[config.mk]
export PLATFORM = sky130hd
export DESIGN_NAME = addsub_pipe
export DESIGN_NICKNAME = d
export VERILOG_FILES = /design/src/rtl/addsub_pkg.sv /design/src/rtl/addsub_chunk.sv /design/src/rtl/addsub_pipe.sv
export SDC_FILE = /design/constraint.sdc
export NUM_CORES = 1
export LEC_CHECK = 0
export BUFFER_PORTS_ARGS = -buffer_cell sky130_fd_sc_hd__buf_4
export CAP_MARGIN = 10
export CORE_MARGIN = 5
export CORE_UTILIZATION = 50
export DETAILED_ROUTE_END_ITERATION = 7
export PLACE_DENSITY = 0.74
export SLEW_MARGIN = 20
export SYNTH_ARGS = -nofsm -noshare
export SYNTH_HDL_FRONTEND = slang
export SYNTH_SLANG_ARGS = --single-unit
[constraint.sdc]
create_clock -name clk -period 9 [get_ports clk]
set_clock_uncertainty 0.2 [all_clocks]
set_input_delay 0.9 -clock clk [delete_from_list [all_inputs] [get_ports clk]]
set_output_delay 0.9 -clock clk [all_outputs]
set_load 0.01 [all_outputs]
[src/rtl/addsub_pkg.sv]
// ============================================================================
// Module      : addsub_pkg
// Description : Shared definitions for the pipelined add/subtract unit:
//               operation/sign encodings, the result flag bundle and a
//               helper that selects the saturation clamp value.
// Revision    : 1.0 - initial release
// ============================================================================
`default_nettype none

package addsub_pkg;

    localparam logic OP_ADD = 1'b0;
    localparam logic OP_SUB = 1'b1;
    localparam logic SIGN_U = 1'b0;
    localparam logic SIGN_S = 1'b1;

    typedef struct packed {
        logic z;
        logic v;
        logic n;
        logic c;
    } flags_t;

    typedef enum logic [1:0] {
        CLAMP_ZERO   = 2'd0,
        CLAMP_ONES   = 2'd1,
        CLAMP_MAXPOS = 2'd2,
        CLAMP_MINNEG = 2'd3
    } clamp_e;

    // Which rail an overflowing result saturates to. For signed operation
    // the true result has the sign of A whenever overflow is possible, so
    // A's MSB picks the rail.
    function automatic clamp_e clamp_kind(input logic sign, input logic sub,
                                          input logic a_msb);
        clamp_e kind;
        if (sign == SIGN_S) begin
            kind = a_msb ? CLAMP_MINNEG : CLAMP_MAXPOS;
        end else begin
            kind = (sub == OP_SUB) ? CLAMP_ZERO : CLAMP_ONES;
        end
        return kind;
    endfunction

endpackage

`default_nettype wire

[src/rtl/addsub_chunk.sv]
// ============================================================================
// Module      : addsub_chunk
// Description : CW-bit slice adder used once per pipeline stage.
//   i_a, i_bp  : operand slices (i_bp is B already conditionally inverted)
//   i_cin      : carry into the slice
//   o_sum      : slice sum
//   o_cout     : carry out of the slice MSB
//   o_is_zero  : slice sum is all zeros
// Revision    : 1.0 - initial release
// ============================================================================
`default_nettype none

module addsub_chunk #(
    parameter int CW = 16
) (
    input  logic [CW-1:0] i_a,
    input  logic [CW-1:0] i_bp,
    input  logic          i_cin,
    output logic [CW-1:0] o_sum,
    output logic          o_cout,
    output logic          o_is_zero
);

    assign {o_cout, o_sum} = {1'b0, i_a} + {1'b0, i_bp} + {{CW{1'b0}}, i_cin};
    assign o_is_zero       = ~|o_sum;

endmodule

`default_nettype wire

[src/rtl/addsub_pipe.sv]
// ============================================================================
// Module      : addsub_pipe
// Description : Pipelined WIDTH-bit add/subtract unit with Z/V/N/C flags and
//               a valid/ready handshake. The carry chain is cut into STAGES
//               slices of WIDTH/STAGES bits, one slice added per stage.
//   clk, reset            : clock, synchronous active-high reset
//   in_valid/in_ready     : operation handshake (a, b, sub, sign, in_tag)
//   out_valid/out_ready   : result handshake (s, z, v, n, c, out_tag)
//   sat (ADDSUB_SAT_EN)   : clamp the result on overflow instead of wrapping
// Optional feature macro : ADDSUB_SAT_EN
// Revision    : 1.0 - initial release
// ============================================================================
`default_nettype none

module addsub_pipe
    import addsub_pkg::*;
#(
    parameter int WIDTH  = 32,
    parameter int STAGES = 2,
    parameter int TAG_W  = 4
) (
    input  logic             clk,
    input  logic             reset,
    input  logic             in_valid,
    output logic             in_ready,
    input  logic [WIDTH-1:0] a,
    input  logic [WIDTH-1:0] b,
    input  logic             sub,
    input  logic             sign,
`ifdef ADDSUB_SAT_EN
    input  logic             sat,
`endif
    input  logic [TAG_W-1:0] in_tag,
    output logic             out_valid,
    input  logic             out_ready,
    output logic [WIDTH-1:0] s,
    output logic             z,
    output logic             v,
    output logic             n,
    output logic             c,
    output logic [TAG_W-1:0] out_tag
);

    localparam int CW  = WIDTH / STAGES;
    localparam int MSB = WIDTH - 1;

    if ((STAGES < 1) || (STAGES > 4) || ((WIDTH % STAGES) != 0)) begin : g_bad_cfg
        $error("addsub_pipe: STAGES must be 1..4 and divide WIDTH");
    end

    // Inputs seen by each stage: index 0 comes from the ports, index k from
    // the registers of stage k-1.
    logic             w_vld_in  [STAGES];
    logic [WIDTH-1:0] w_a_in    [STAGES];
    logic [WIDTH-1:0] w_bp_in   [STAGES];
    logic [WIDTH-1:0] w_res_in  [STAGES];
    logic             w_cin_in  [STAGES];
    logic             w_z_in    [STAGES];
    logic             w_sub_in  [STAGES];
    logic             w_sign_in [STAGES];
    logic [TAG_W-1:0] w_tag_in  [STAGES];
`ifdef ADDSUB_SAT_EN
    logic             w_sat_in  [STAGES];
`endif

    logic             r_out_valid;
    logic [WIDTH-1:0] r_s;
    flags_t           r_flags;
    logic [TAG_W-1:0] r_out_tag;
    logic             w_en;

    // One global enable: the whole pipe advances or the whole pipe holds.
    assign w_en     = ~r_out_valid | out_ready;
    assign in_ready = w_en;

    for (genvar k = 0; k < STAGES; k++) begin : g_stage
        logic [CW-1:0]    w_sum;
        logic             w_cout;
        logic             w_czero;
        logic [WIDTH-1:0] w_res_nx;
        logic             w_z_nx;

        if (k == 0) begin : g_entry
            assign w_vld_in[0]  = in_valid;
            assign w_a_in[0]    = a;
            assign w_bp_in[0]   = (sub == OP_SUB) ? ~b : b;
            assign w_res_in[0]  = '0;
            assign w_cin_in[0]  = (sub == OP_SUB);
            assign w_z_in[0]    = 1'b1;
            assign w_sub_in[0]  = sub;
            assign w_sign_in[0] = sign;
            assign w_tag_in[0]  = in_tag;
`ifdef ADDSUB_SAT_EN
            assign w_sat_in[0]  = sat;
`endif
        end

        addsub_chunk #(.CW(CW)) u_chunk (
            .i_a       (w_a_in[k][k*CW +: CW]),
            .i_bp      (w_bp_in[k][k*CW +: CW]),
            .i_cin     (w_cin_in[k]),
            .o_sum     (w_sum),
            .o_cout    (w_cout),
            .o_is_zero (w_czero)
        );

        always_comb begin
            w_res_nx                = w_res_in[k];
            w_res_nx[k*CW +: CW]    = w_sum;
        end

        assign w_z_nx = w_z_in[k] & w_czero;

        if (k < STAGES - 1) begin : g_mid
            logic             r_vld;
            logic [WIDTH-1:0] r_a;
            logic [WIDTH-1:0] r_bp;
            logic [WIDTH-1:0] r_res;
            logic             r_cy;
            logic             r_z;
            logic             r_sub;
            logic             r_sign;
            logic [TAG_W-1:0] r_tag;
`ifdef ADDSUB_SAT_EN
            logic             r_sat;
`endif

            always_ff @(posedge clk) begin
                if (reset) begin
                    r_vld  <= 1'b0;
                    r_a    <= '0;
                    r_bp   <= '0;
                    r_res  <= '0;
                    r_cy   <= 1'b0;
                    r_z    <= 1'b0;
                    r_sub  <= 1'b0;
                    r_sign <= 1'b0;
                    r_tag  <= '0;
`ifdef ADDSUB_SAT_EN
                    r_sat  <= 1'b0;
`endif
                end else if (w_en) begin
                    r_vld  <= w_vld_in[k];
                    r_a    <= w_a_in[k];
                    r_bp   <= w_bp_in[k];
                    r_res  <= w_res_nx;
                    r_cy   <= w_cout;
                    r_z    <= w_z_nx;
                    r_sub  <= w_sub_in[k];
                    r_sign <= w_sign_in[k];
                    r_tag  <= w_tag_in[k];
`ifdef ADDSUB_SAT_EN
                    r_sat  <= w_sat_in[k];
`endif
                end
            end

            assign w_vld_in[k+1]  = r_vld;
            assign w_a_in[k+1]    = r_a;
            assign w_bp_in[k+1]   = r_bp;
            assign w_res_in[k+1]  = r_res;
            assign w_cin_in[k+1]  = r_cy;
            assign w_z_in[k+1]    = r_z;
            assign w_sub_in[k+1]  = r_sub;
            assign w_sign_in[k+1] = r_sign;
            assign w_tag_in[k+1]  = r_tag;
`ifdef ADDSUB_SAT_EN
            assign w_sat_in[k+1]  = r_sat;
`endif
        end else begin : g_final
            logic             w_a_msb;
            logic             w_v;
            logic             w_z;
            logic             w_n;
            logic [WIDTH-1:0] w_s;

            assign w_a_msb = w_a_in[k][MSB];
            // Unsigned: v is the carry for add and the borrow (~carry) for sub.
            assign w_v = (w_sign_in[k] == SIGN_S)
                       ? ((w_a_msb == w_bp_in[k][MSB]) && (w_res_nx[MSB] != w_a_msb))
                       : ((w_sub_in[k] == OP_ADD) ? w_cout : ~w_cout);

`ifdef ADDSUB_SAT_EN
            logic             w_clamp;
            logic [WIDTH-1:0] w_clamp_val;

            always_comb begin
                w_clamp_val = '0;
                case (clamp_kind(w_sign_in[k], w_sub_in[k], w_a_msb))
                    CLAMP_ONES:   w_clamp_val = '1;
                    CLAMP_MAXPOS: w_clamp_val = {1'b0, {(WIDTH-1){1'b1}}};
                    CLAMP_MINNEG: w_clamp_val = {1'b1, {(WIDTH-1){1'b0}}};
                    default:      w_clamp_val = '0;
                endcase
            end

            assign w_clamp = w_sat_in[k] & w_v;
            assign w_s     = w_clamp ? w_clamp_val : w_res_nx;
            assign w_z     = w_clamp ? (w_clamp_val == '0) : w_z_nx;
`else
            assign w_s     = w_res_nx;
            assign w_z     = w_z_nx;
`endif
            assign w_n = (w_sign_in[k] == SIGN_U) ? 1'b0 : w_s[MSB];

            always_ff @(posedge clk) begin
                if (reset) begin
                    r_out_valid <= 1'b0;
                    r_s         <= '0;
                    r_flags     <= '0;
                    r_out_tag   <= '0;
                end else if (w_en) begin
                    r_out_valid <= w_vld_in[k];
                    r_s         <= w_s;
                    r_flags     <= '{z: w_z, v: w_v, n: w_n, c: w_cout};
                    r_out_tag   <= w_tag_in[k];
                end
            end
        end
    end

    assign out_valid = r_out_valid;
    assign s         = r_s;
    assign z         = r_flags.z;
    assign v         = r_flags.v;
    assign n         = r_flags.n;
    assign c         = r_flags.c;
    assign out_tag   = r_out_tag;

endmodule

`default_nettype wire
==> results of run 1 <==
-- worst max-delay path by stage --
stage | startpoint | end | slack (ps)
after floorplan | sub | g_stage[0].g_mid.r_z | 4450
after global placement | sub | g_stage[0].g_mid.r_z | 4890
after detailed placement | sub | g_stage[0].g_mid.r_z | 4780
after CTS | sub | g_stage[0].g_mid.r_z | 5130
after global routing | sub | g_stage[0].g_mid.r_z | 4930
final | sub | g_stage[0].g_mid.r_z | 5120
-- flip-flops by register name, summed over array words and instances, names as in the netlist, 4 cells and up --
name                 cells
g_stage.g_mid.r_res     16
out_tag                  4
g_stage.g_mid.r_tag      4
s                       32
g_stage.g_mid.r_a       16
g_stage.g_mid.r_bp      16
-- where the power goes --
| part | switching, uW | internal [uW] |
|---|---|---|
| logic | 168 | 142 |
| clock network | 149 | 145 |
| registers | 26.6 | 480 |
| total | 344 | 767 |
-- synthesized netlist by cell type, drive strengths merged (2+ instances only) --
master    n  share of area, %
fa        3               1.2
nor2b     2              0.24
dfxtp    98                38
a21o     12               1.8
a211oi   25               3.8
buf       2              0.29
nor3b     2              0.29
o21ai     8              0.78
or4       3              0.44
and3      6              0.73
a21oi    91               9.0
nand4     3              0.37
inv      11              0.81
xnor2    35               6.0
nand2b    2              0.24
o21bai    8               1.2
a31oi     4              0.49
a41oi     2              0.49
nor3      6              0.59
nor2     47               3.4
clkbuf   34               2.5
nand2   143                10
o21a      3              0.44
ha       30               7.3
xor2     27               4.6
nand3     7              0.68
-- worst max-delay path, stage by stage --
cell and delay, ps:
buf_4 410, xor2_1 130, ha_1 420, a21o_1 150, nand2_1 80, a31oi_1 260, a21oi_1 140, o41a_1 390
o31a_1 310, xnor2_1 140, or4_1 430, o32ai_2 200
-- metrics by stage --
| step | cell area, um^2 | utilization (%) | hold WS, ps | instances |
|---|---|---|---|---|
| 6_report | 6251 | 61.66 | 253.5 | 866 |
| 3_5_place_dp | 6040 | 59.57 | 243.2 | 850 |
| 2_1_floorplan | 5117 | - | 232.1 | 632 |
| 5_1_grt | 6251 | 61.66 | 274.2 | 866 |
| 4_1_cts | 6251 | 61.66 | 258.7 | 866 |
| 3_3_place_gp | 6040 | 59.57 | 234.9 | 850 |
-- cell type report --
class,instances,area [um^2]
Sequential cell,98,1962
Clock inverter,5,60.06
Fill cell,912,3887
Clock buffer,11,151.4
Timing Repair Buffer,118,885.9
Inverter,12,46.29
Tap cell,136,170.2
Multi-Input combinational cell,486,2975
-- metal layers --
| metal | wire length (um) | share of wire [%] | GRT usage, % |
|---|---|---|---|
| met1 | 5951 | 49 | 27.58 |
| met2 | 5402 | 44 | 29.96 |
| met3 | 705 | 5.8 | 5.240 |
| met4 | 166 | 1.4 | 5.109 |
| met5 | 0 | 0 | 0 |
-- logic make-up after synthesis --
| logic type | after synthesis | synth area share, % |
|---|---|---|
| compound gates | 165 | 20.32 |
| xor+xnor | 62 | 10.61 |
| fa+ha+maj | 33 | 8.509 |
| buf+inv | 48 | 3.667 |
| flops | 98 | 38.34 |
| mux | 1 | 0.2933 |
| simple gates | 225 | 18.26 |
==> results.toml, run 1 <==
[run_status]
status = "finished clean"

[global_routing]
grt_pass1_vias = 4360
grt_max_degree = 114
overflow = 0
grt_pass1_wl_mm = 20.52
antenna_found_initial = 0
globalRouteTotalUtil_pct = 19.65

[clock_network]
cts_resized = 0
cts-htree-levels = 3
cts_tree = "done"
cts_root_buffer = "clkbuf_8"
clk_pin_slew_ps = 90
cts.sinks = 98
cts.path.max_buffers = 2
post-cts-setup-buffer-count = 0
clk_latency_ps = 360
cts_buffers = 9
cts_hold_buf = 0

[routing]
vias_per_cell = 5.275
dr.pass1.iters = 5
post-route-drc-count = 0
vias = 4568
ant_nets = 0
wire_per_inst_um = 14.12
drt_iter0_drc = 324
wirelength_mm = 12.23

[yosys]
ys_warn_count = 0
synth_edf_count = 0
synth_nets = 739
async_flop_share_pct = 0
synthFlopType = "dfxtp_1"
synthesis.area_um2 = 5117
seq_area_frac_synth_pct = 38.34
synth.distinct_cells = 50
synth-seq-cells = 98
syn_area_per_cell_um2 = 8.097
postSynthCellCount = 632

[power_and_ir_drop]
max-vdd-ir-drop_mv = 0.09593
p_leak_uw = 0.002848
power_uw = 1111
power_density_nw_per_um2 = 177.7

[placement]
place.gp.congestion = 0.8609
place_hpwl_mm = 9.157
io_buffers = 115
dp_worst_setup_slack_ps = 4779

[timing]
tns_ps = 0
final.min_clock_period_ps = 3883
period_share_pct = 43.15
setup_viol = 0
hold_viol = 0
relSlewSlack_pct = 32.06
slew_viol_final = 0
fmax_ghz = 0.2575
setup_slack_ps = 5117
rsz0062_at_grt = "false"
tightest_slew_ps = 1019

[setup_path]
r2r_slack_ps = 5200
cp_data_arrival_time_ps = 3960
path_max_fanout = 33
critPathLaunchType = "primary input"
rr_endpoint = "z"
cp-end-kind = "flop"
worstSetupPathType = "in2reg"
worstPathRequired_ps = 9080
r2r.worst_path.cells = 11
regToRegStartpoint = "g_stage[0].g_mid.r_a[16]"

[cells_and_area]
final_cell_mix = "143 x nand2_1, 118 x buf_4, 98 x dfxtp_1, 90 x a21oi_1, 47 x nor2_1"
area_growth_pct = 22.15
drive_gt1_share_pct = 19.86
layout_commonest_cell = "nand2_1"
antennaDiodeCount = 0
nets = 832

[worst_hold_path]
hold_start = "s[28]"
hold_class = "reg2reg"
whs_endpoint = "s[28]"
min_path_cells = 2

[flow_run]
maxCapViolations = 0

[die]
start_util_pct = 50.48
core_area_um2 = 10140
ios = 116
dieHeight_um = 111.2
die-area_um2 = 12360
placement_rows = 37
dieWidth_um = 111.2
Note: power is estimated with default switching activity, not from simulation.
==> inputs of run 2 (changes only) <==
clock period = 3.6 ns   (was 9 ns; I/O delays follow)
==> run 2 against run 1 <==
Critical path depth is 1 lower; count of clock-buffer cells in the layout is 2 lower; combinational power grew to 2.6 times the previous value; wire length is 3.4% higher; non-clock buffer count is 8 higher; power is 150% higher; the flow now finishes with violations (setup timing); cell area is 0.92% higher; utilization is 0.57 points higher; final cell count is 0.92% higher; die area stayed put; critical path type is now reg2reg.
==> results.toml, run 2 (synthesized netlist as in run 1, its figures left out) <==
[run_status]
status = "finished, violations left"
violations = "setup timing"

[worst_hold_path]
hold_class = "in2reg"

[timing]
period_share_pct = 100.5
fin_hold_ws_ps = 21.45
relSlewSlack_pct = 35.41
rsz0062_at_grt = "true"
slew_viol_final = 0
final.min_clock_period_ps = 3619
setup_viol = 1
hold_viol = 0
setup_slack_ps = -19.24
fmax_ghz = 0.2763
tightest_slew_ps = 968.9

[setup_path]
cpMaxStageDelayCell = "or4_4"
critPathLaunchType = "flop"
cp_num_buf_inv = 0
cp_data_arrival_time_ps = 3710
cp-end-kind = "flop"
path_max_fanout = 2
path_common_cell = "fa_2"
crit_family = "simple AND/OR/NAND/NOR gates"
path_cells = "fa_2 > fa_2 > a21o_1 > a211oi_2 > o21bai_2 > xor2_1 > or4_1 > or4_4 > nor3b_2 > nand4b_1 > o31ai_2"
worstSetupPathType = "reg2reg"
max_stage_delay_ps = 520
worstPathRequired_ps = 3690

[cells_and_area]
final_cell_area_um2 = 6309
fin_cells = 874
area_growth_pct = 23.28
final_cell_mix = "143 x nand2_1, 126 x buf_4, 96 x dfxtp_1, 90 x a21oi_1, 47 x nor2_1"
drive_gt1_share_pct = 21.54
layout_commonest_cell = "nand2_1"
nets = 840
largest_reg_flops = 32
multi_input_area_um2 = 2989
utilization_pct = 62.22
ff_latch_area_um2 = 1964
fillCellCount = 906
antennaDiodeCount = 0

[global_routing]
antenna_found_initial = 0
grt_pass1_wl_mm = 20.95
grt_pass1_vias = 4344
grt_max_degree = 97
globalRouteTotalUtil_pct = 20.24
overflow = 0

[clock_network]
clk_latency_ps = 380
cts_root_buffer = "clkbuf_8"
cts.sinks = 98
cts.path.max_buffers = 2
clk_pin_slew_ps = 110
cts_hold_buf = 0
cts_tree = "done"
cts-htree-levels = 3
cts_buffers = 9

[routing]
drt_iter0_drc = 281
vias = 4556
wire_per_inst_um = 14.47
dr.pass1.iters = 5
post-route-drc-count = 0
ant_nets = 0
wirelength_mm = 12.65
vias_per_cell = 5.213

[die]
start_util_pct = 50.48
die-area_um2 = 12360
dieHeight_um = 111.2
placement_rows = 37
dieWidth_um = 111.2
core_area_um2 = 10140
ios = 116

[power_and_ir_drop]
p_comb_share_pct = 28.9
switching_share_pct = 33.42
max-vdd-ir-drop_mv = 0.1891
power_density_nw_per_um2 = 437.9
p_int_uw = 1839
seqPwrFrac_pct = 45.9
power.switching_uw = 923.3
p_clk_share_pct = 25.2
p_leak_uw = 0.002876

[placement]
io_buffers = 115
placed_cells = 854
place_hpwl_mm = 9.459
dp_worst_setup_slack_ps = -140.2
place_area_um2 = 6070
place.gp.congestion = 0.9332

[flow_run]
maxCapViolations = 0
==> run 2: cell types whose count changed in the layout (fill, tap and decap cells not counted), sizes merged <==
cell | before | now
buf | 118 | 126
inv | 12 | 15
clkbuf | 11 | 9
bufinv | 1 | 0
clkinv | 3 | 2
clkinvlp | 1 | 2
==> run 2: power by group through the flow <==
stage / Sequential, uW / Combinational (uW) / Clock (uW)
2_1_floorplan: 1300 / 489 / 0
4_1_cts: 1270 / 787 / 714
5_1_grt: 1280 / 884 / 762
3_3_place_gp: 1290 / 762 / 0
6_report: 1270 / 799 / 695
3_5_place_dp: 1290 / 780 / 0
==> run 2: through the flow <==
stage | total power (uW) | setup TNS, ps
after global routing | 2931 | -91.61
after detailed placement | 2074 | -140.2
after CTS | 2770 | 0
after global placement | 2052 | -50.23
after floorplan | 1787 | 0
final | 2763 | -19.24
==> run 2: final cells by class <==
cell class	instances	share of cell area, %
clock buffer	9	1.964
sequential	98	31.14
multi-input combinational	486	47.38
inverter	12	0.7338
clock inverter	7	1.091
timing repair buffer	126	14.99
tap	136	2.697
==> run 2: worst min-delay path, cell delays in order <==
cell and delay [ps]:
buf_4 110, nand2_1 50, a21oi_1 50
==> run 2: path summary, 6_finish.rpt <==
check                            endpoint  slack [ps]                  start  depth (start not counted)
hold / removal    g_stage[0].g_mid.r_sign          20                   sign                          3
hold reg to reg                     s[22]         260                  s[22]                          2
setup / recovery                        z         -20  g_stage[0].g_mid.r_cy                         11
setup reg to reg                        z         -20  g_stage[0].g_mid.r_cy                         11
==> run 2: timing repair <==
action	4_1_cts	5_1_grt
pin swaps	2	8
setup endpoints to repair	1	1
gates resized for setup	3	3
buffers inserted	0	4
==> run 2: routing by layer <==
layer	wire length, um	global-route usage [%]
met5	0	0
met3	684	4.476
met2	5470	29.96
met1	6329	29.62
met4	162	5.596
